### src/rtl/pipe_stage_reg.sv
// Pipeline stage register with valid/ready handshake and a two-entry skid buffer.
// Latency: one cycle from an accepting edge to out_data/out_valid; one transfer per cycle sustained.
// Backpressure: in_ready comes from registered state (and flush/rst) only, so there is no
//   combinational path from out_ready; the skid entry absorbs the word in flight when a stall begins.
//
// Ports:
//   clk, rst        clock; synchronous active-high reset
//   flush           squash all held entries at the next edge (branch/jump redirect)
//   in_valid/in_ready/in_data     upstream handshake and payload
//   out_valid/out_ready/out_data  downstream handshake and payload (out_data driven by main register)
//   occupancy       number of held entries, 0..2
module pipe_stage_reg #(
   parameter int               WIDTH       = 32,
   parameter logic [WIDTH-1:0] RESET_VALUE = '0
) (
   input  logic             clk,
   input  logic             rst,
   input  logic             flush,
   input  logic             in_valid,
   output logic             in_ready,
   input  logic [WIDTH-1:0] in_data,
   output logic             out_valid,
   input  logic             out_ready,
   output logic [WIDTH-1:0] out_data,
   output logic [1:0]       occupancy
);

   typedef enum logic [1:0] {
      EMPTY = 2'd0,
      ONE   = 2'd1,
      FULL  = 2'd2
   } state_t;

   state_t           state;
   state_t           state_nxt;
   logic [WIDTH-1:0] main_q;
   logic [WIDTH-1:0] main_nxt;
   logic [WIDTH-1:0] skid_q;
   logic [WIDTH-1:0] skid_nxt;
   logic             in_fire;
   logic             out_fire;

   // Encoding doubles as the entry count.
   assign occupancy = state;
   assign out_valid = (state != EMPTY);
   assign in_ready  = (state != FULL) && !flush && !rst;
   assign out_data  = main_q;

   assign in_fire   = in_valid && in_ready;
   assign out_fire  = out_valid && out_ready;

   always_comb begin
      state_nxt = state;
      main_nxt  = main_q;
      skid_nxt  = skid_q;
      if (flush) begin
         // A concurrent out_fire still completes; data registers are left as they are.
         state_nxt = EMPTY;
      end else begin
         case (state)
            EMPTY: begin
               if (in_fire) begin
                  state_nxt = ONE;
                  main_nxt  = in_data;
               end
            end
            ONE: begin
               if (in_fire && out_fire) begin
                  main_nxt = in_data;
               end else if (in_fire) begin
                  state_nxt = FULL;
                  skid_nxt  = in_data;
               end else if (out_fire) begin
                  state_nxt = EMPTY;
               end
            end
            FULL: begin
               // in_ready is low here, so only the drain side can move.
               if (out_fire) begin
                  state_nxt = ONE;
                  main_nxt  = skid_q;
               end
            end
            default: begin
               state_nxt = EMPTY;
            end
         endcase
      end
   end

   always_ff @(posedge clk) begin
      if (rst) begin
         state  <= EMPTY;
         main_q <= RESET_VALUE;
         skid_q <= RESET_VALUE;
      end else begin
         state  <= state_nxt;
         main_q <= main_nxt;
         skid_q <= skid_nxt;
      end
   end

endmodule

### config.mk
export PLATFORM = sky130hd
export DESIGN_NAME = pipe_stage_reg
export DESIGN_NICKNAME = d
export VERILOG_FILES = /design/src/rtl/pipe_stage_reg.sv
export SDC_FILE = /design/constraint.sdc
export NUM_CORES = 1
export LEC_CHECK = 0
export ABC_AREA = 1
export CORE_MARGIN = 8
export CORE_UTILIZATION = 50
export DETAILED_ROUTE_END_ITERATION = 8
export PLACE_DENSITY = 0.86
export SYNTH_ARGS = -nofsm -noshare
export SYNTH_HDL_FRONTEND = slang
export SYNTH_SLANG_ARGS = --single-unit
### constraint.sdc
create_clock -name clk -period 1.85 [get_ports clk]
set_input_delay 0.37 -clock clk [delete_from_list [all_inputs] [get_ports clk]]
set_output_delay 0.37 -clock clk [all_outputs]
set_load 0.02 [all_outputs]
==> flow_summary.yaml, run 1 <==
sta:
  finClkSkew_ns: 0.008858
  slew-limit-headroom: 0.7350
  setup_violations: 0
  rsz0062_at_grt: "no"
  final-max-slew-violation-count: 0
  finalCriticalPeriod_ns: 1.798
  finalCritPeriodShare: 0.9718
  hold-worst-slack_ns: 0.4813
  hold_violations: 0
  fin_tns_setup_ns: 0
  worst_slew_pin_slew_ns: 0.3976
  fmax_mhz: 556.2
synth:
  yosysMostFrequentCell: "nand2_1"
  postSynthCellCount: 480
  ys_dominant_reg_cell: "dfxtp_1"
  yosysSeqAreaShare: 0.4238
  yosys-top-cells-area: "dfxtp_1 42%, nand2_1 15%, nor2_1 7.9%"
  syn_nets: 517
  synthDominantCellAreaShare: 0.4238
  yosys.area.top_type: "dfxtp_1"
  synth-seq-cells: 66
  ys_warn_count: 0
  synth_enable_flop_cells: 0
  syn_area_per_cell_um2: 6.496
  synthTopCellsByCount: "127 x nand2_1, 66 x dfxtp_1, 66 x nor2_1, 41 x inv_1, 33 x a21oi_1"
  ys_types: 23
  postSynth.asyncResetShare: 0
  synth_area_um2: 3118
pwr:
  ir_drop_mv: 0.5591
  power.density_nw_per_um2: 786.0
  internal_power_mw: 2.440
  switching_share: 0.2548
  seq_power_share: 0.458
  comb_power_share: 0.159
  p_switching_mw: 0.8343
  finalPower_mw: 3.274
  leakagePower_nw: 1.947
  clkPwrFrac: 0.383
route:
  route.vias.total: 3254
  drc: 0
  viasPerCell: 5.190
  routed_wl_mm: 8.532
  post_drt_wl_per_cell_um: 13.61
  drtPass1Iterations: 5
  detail-route-antenna-nets: 0
  drt_iter0_drc: 218
floorplanning:
  pin_count: 73
  coreArea_um2: 5991
  rows: 28
  die_area_um2: 9019
  die_h_um: 94.97
  initial_core_util: 0.5205
  fp.dieW_um: 94.97
setup_path:
  endpoint_kind: "output pin"
  crit_required_ns: 1.48
  worst-setup-path-type: "primary input to output pin"
  crit_family: "buffers and inverters"
  cp_max_fo: 2
  crit_buf_inv: 3
  crit_path_start_kind: "primary input"
  worst_ep_arrival_time_ns: 1.43
  cp_cell_sequence: "clkdlybuf4s50_1, nor2_4, inv_1, nor2_1, clkdlybuf4s15_2"
  critical-path-max-stage-delay_ns: 0.46
  slowest_stage: "clkdlybuf4s50_1"
clock_network:
  cts_htree_levels: 3
  cts_root_buf: "clkbuf_8"
  cts_tree: "yes"
  cts_buffers: 9
  clk_pin_slew_ns: 0.07
  cts_sinks: 66
  cts_buffer_depth: 2
  clk_latency_ns: 0.34
global_routing:
  grt_pass1_vias: 3158
  grt_overflow_total: 0
  grt_pass1_wl_mm: 14.32
  grt.total_usage: 0.1970
  grt_max_degree: 45
  antenna_found_initial: 0
finish:
  n_antenna_cell: 0
  nets: 585
  area_delta_synth_final_pct: 33.59
  layout-drive-gt1-share: 0.07790
place:
  place.gp.congestion: 0.8687
  portBuffers: 72
  dp_hpwl_mm: 5.596
worst_hold_path:
  hold_class: "flip-flop to flip-flop"
status:
  status: "complete, no violations"
run:
  drv_cap: 0
==> power groups by stage <==
| stage | registers [mW] | logic (mW) | clock network (mW) |
|---|---|---|---|
| 5_1_grt | 1.50 | 0.571 | 1.34 |
| 3_5_place_dp | 1.53 | 0.520 | 0 |
| 4_1_cts | 1.50 | 0.521 | 1.28 |
| 6_report | 1.50 | 0.521 | 1.25 |
| 2_1_floorplan | 1.58 | 0.215 | 0 |
| 3_3_place_gp | 1.53 | 0.510 | 0 |
==> path summary, 6_finish.rpt <==
kind                 from      endpoint  slack [ns]  depth (start not counted)
max                 flush      in_ready        0.05                          5
min           out_data[9]   out_data[9]        0.48                          2
max reg2reg  occupancy[0]  out_data[14]        0.15                          9
min reg2reg   out_data[9]   out_data[9]        0.48                          2
==> per-layer routing <==
metal	up-vias	global-route usage	wire, µm
met2	126	0.3349	4096
met1	1452	0.2210	3530
met5	-	0	0
li1	1656	-	-
met3	20	0.05556	698
met4	0	0.09883	207
==> metrics by stage <==
stage | worst slack, ns | cells | cell area, µm² | utilization
final | 0.05217 | 627 | 4165 | 0.6953
after detailed placement | -0.2928 | 612 | 3956 | 0.6604
after global placement | -0.2421 | 612 | 3956 | 0.6604
after floorplan | 0.2723 | 480 | 3118 | -
after global routing | 0.01444 | 627 | 4165 | 0.6953
after CTS | 0.0004659 | 627 | 4160 | 0.6944
==> registers in the layout (all words and copies together), names as in the netlist <==
signal,cells
out_data,32
skid_q,32
occupancy,2
==> cell usage in the layout (no fill, tap or decap), types with 2 or more instances in the layout <==
cell type        Yosys  layout
a21oi_1             33      33
buf_12               0       3
buf_4                1      15
clkbuf_8             0      12
clkdlybuf4s50_1      0      68
dfxtp_1             66      66
dlymetal6s2s_1       0       2
inv_1               41      41
inv_2                2       2
nand2_1            127     126
nand2_2              1       2
nand3_1             32      32
nand4_1              2       2
nor2_1              66      66
nor2_2               2       2
nor3_1              32      32
o21ai_0             28      28
o21ai_1              9       9
==> timing repair <==
item                                    in CTS  in global routing
resized for setup                            4                  2
endpoints found under the setup margin       2                  2
cloned                                       0                  0
hold buffers                                 0                  0
setup buffers                                0                  0
==> worst reg2reg max path, stage by stage, from the launching register on <==
cell	delay [ns]
dfxtp_1	0.37
inv_2	0.07
nand2_2	0.13
buf_4	0.27
nand4_1	0.15
nand2_2	0.12
buf_4	0.25
nand3_1	0.10
nand2_1	0.08
nor2_1	0.04
==> cell families after synthesis <==
group                  share of synthesized area
AOI/OAI and AO/OA                         0.1228
buffers and inverters                     0.1015
DFF                                       0.4238
and+or+nand+nor                           0.3519
==> layout make-up <==
class / instances / area (µm²)
multi-input combinational: 337 / 1483
inverter: 44 / 165.2
clock buffer: 13 / 168.9
sequential: 66 / 1321
tap: 75 / 93.84
timing repair buffer: 90 / 898.4
fill: 487 / 1826
clock inverter: 2 / 35.03
Power figures use the tool's default switching activity.
==> run 2, diff against run 1 <==
- CORE_MARGIN: 8 -> unset
==> flow_summary.yaml, run 2 (same netlist as run 1, synthesis figures left out) <==
finish:
  seq_area_um2: 1324
  layout_common_cells: "126 x nand2_1, 70 x clkdlybuf4s50_1, 66 x nor2_1, 64 x dfxtp_1, 41 x inv_1"
  fill_cells: 490
  n_antenna_cell: 0
  nets: 586
  fin_cells: 629
  area_delta_synth_final_pct: 35.19
  multiInputGateArea_um2: 1483
  layout-drive-gt1-share: 0.08664
  utilization: 0.7078
  final_common_cell: "nand2_1"
setup_path:
  cp_cell_sequence: "clkdlybuf4s50_1"
  rrSetupSlack_ns: 0.36
  cp_max_fo: 6
  endpoint_kind: "output pin"
  critical-path-max-stage-delay_ns: 0.62
  crit_buf_inv: 1
  worst-setup-path-type: "flip-flop to output pin"
  r2r_start: "occupancy[0]"
  worst_ep_arrival_time_ns: 1.36
  reg2regPathDepth: 10
  r2r-end: "out_data[27]"
  crit_path_start_kind: "flip-flop"
  crit_family: "buffers and inverters"
  slowest_stage: "clkdlybuf4s50_1"
  crit_required_ns: 1.48
pwr:
  clkPwrFrac: 0.428
  ir_drop_mv: 0.5038
  seq_power_share: 0.424
  switching_share: 0.2415
  p_switching_mw: 0.8550
  power.density_nw_per_um2: 839.8
  internal_power_mw: 2.685
  comb_power_share: 0.148
  leakagePower_nw: 1.956
sta:
  fmax_mhz: 576.9
  hold-worst-slack_ns: 0.4814
  setup_violations: 0
  finClkSkew_ns: 0.006737
  finalCriticalPeriod_ns: 1.733
  fin_tns_setup_ns: 0
  worst_slew_pin_slew_ns: 0.3651
  rsz0062_at_grt: "no"
  hold_violations: 0
  slew-limit-headroom: 0.7566
  layout_setup_ws_ns: 0.1166
  finalCritPeriodShare: 0.9370
  final-max-slew-violation-count: 0
clock_network:
  cts_tree: "yes"
  cts_buffers: 9
  cts_root_buf: "clkbuf_8"
  clk_pin_slew_ns: 0.07
  cts_sinks: 66
  cts_buffer_depth: 2
  clk_latency_ns: 0.34
  cts_hold_buf: 0
  cts_htree_levels: 3
floorplanning:
  coreArea_um2: 5956
  pin_count: 73
  initial_core_util: 0.5235
  fp.dieW_um: 80.97
  die_area_um2: 6556
  die_h_um: 80.97
  rows: 28
route:
  drt_iter0_drc: 260
  post_drt_wl_per_cell_um: 12.68
  viasPerCell: 5.186
  drtPass1Iterations: 7
  drc: 0
  routed_wl_mm: 7.973
  detail-route-antenna-nets: 0
  route.vias.total: 3262
place:
  dp_hpwl_mm: 4.821
  dp.cells: 613
  dp_slack_ns: -0.2477
  portBuffers: 72
  place.gp.congestion: 0.8841
global_routing:
  grt_max_degree: 65
  grt_overflow_total: 0
  grt_pass1_vias: 2978
  grt.total_usage: 0.2681
  grt_pass1_wl_mm: 13.43
  gr-usage-met2: 0.4176
  antenna_found_initial: 0
  met3_usage: 0.07528
  grt_busiest_layer: "met2"
  use_met1: 0.3457
status:
  status: "complete, no violations"
worst_hold_path:
  hold_class: "flip-flop to flip-flop"
  hold_end: "out_data[26]"
  min-delay-start: "out_data[26]"
  hold_depth: 2
run:
  drv_cap: 0
## run 2: cell count changes in the layout (fill, tap and decap cells not counted), moves of 2 or more
cell / delta
clkdlybuf4s50_1: +2
dfxtp_2: +2
bufinv_16: +2
dfxtp_1: -2
## run 2: worst register-to-register path, stage by stage (launching register included)
cell,delay [ns]
dfxtp_2,0.35
inv_2,0.08
nand2_2,0.09
inv_2,0.07
buf_4,0.34
nand2_1,0.12
o21ai_0,0.12
inv_1,0.06
nand3_1,0.08
nand2_1,0.05
nor2_1,0.08
## run 2: area by class of cell
type | count | share of cell area
Sequential cell | 66 | 0.3140
Inverter | 44 | 0.03918
Multi-Input combinational cell | 337 | 0.3517
Tap cell | 75 | 0.02226
Clock buffer | 11 | 0.03592
Timing Repair Buffer | 91 | 0.2131
Clock inverter | 5 | 0.02375
## run 2: layer usage
metal  up-vias  part of all wire
li1       1658                 -
met1      1447              0.45
met2       137              0.47
met3        20             0.067
met4         0             0.020
met5         -                 0
## run 2: power by group through the flow
stage	logic [mW]	registers, mW	clock network (mW)
2_1_floorplan	0.215	1.58	0
3_3_place_gp	0.512	1.53	0
3_5_place_dp	0.518	1.53	0
4_1_cts	0.524	1.50	1.53
5_1_grt	0.577	1.51	1.60
6_report	0.524	1.50	1.52
## run 2: worst max path at each step
stage,from,endpoint,slack (ns),depth (start not counted)
after global routing,flush,out_data[30],0.04,9
after floorplan,occupancy[0],in_ready,0.27,5
after CTS,flush,in_ready,0.02,5
final,occupancy[1],occupancy[1],0.12,1
after detailed placement,flush,in_ready,-0.25,5
after global placement,flush,in_ready,-0.22,5
## run 2: stage by stage
stage               instance area [µm²]  power [mW]
floorplan                          3118       1.799
global placement                   3964       2.042
detailed placement                 3964       2.049
CTS                                4217       3.553
global route                       4215       3.684
finish                             4215       3.540
## run 2: timing repair
item / 4_1_cts / 5_1_grt
pin swaps: 0 / 0
buffers inserted: 0 / 0
gates resized for setup: 3 / 3
setup endpoints to repair: 2 / 2
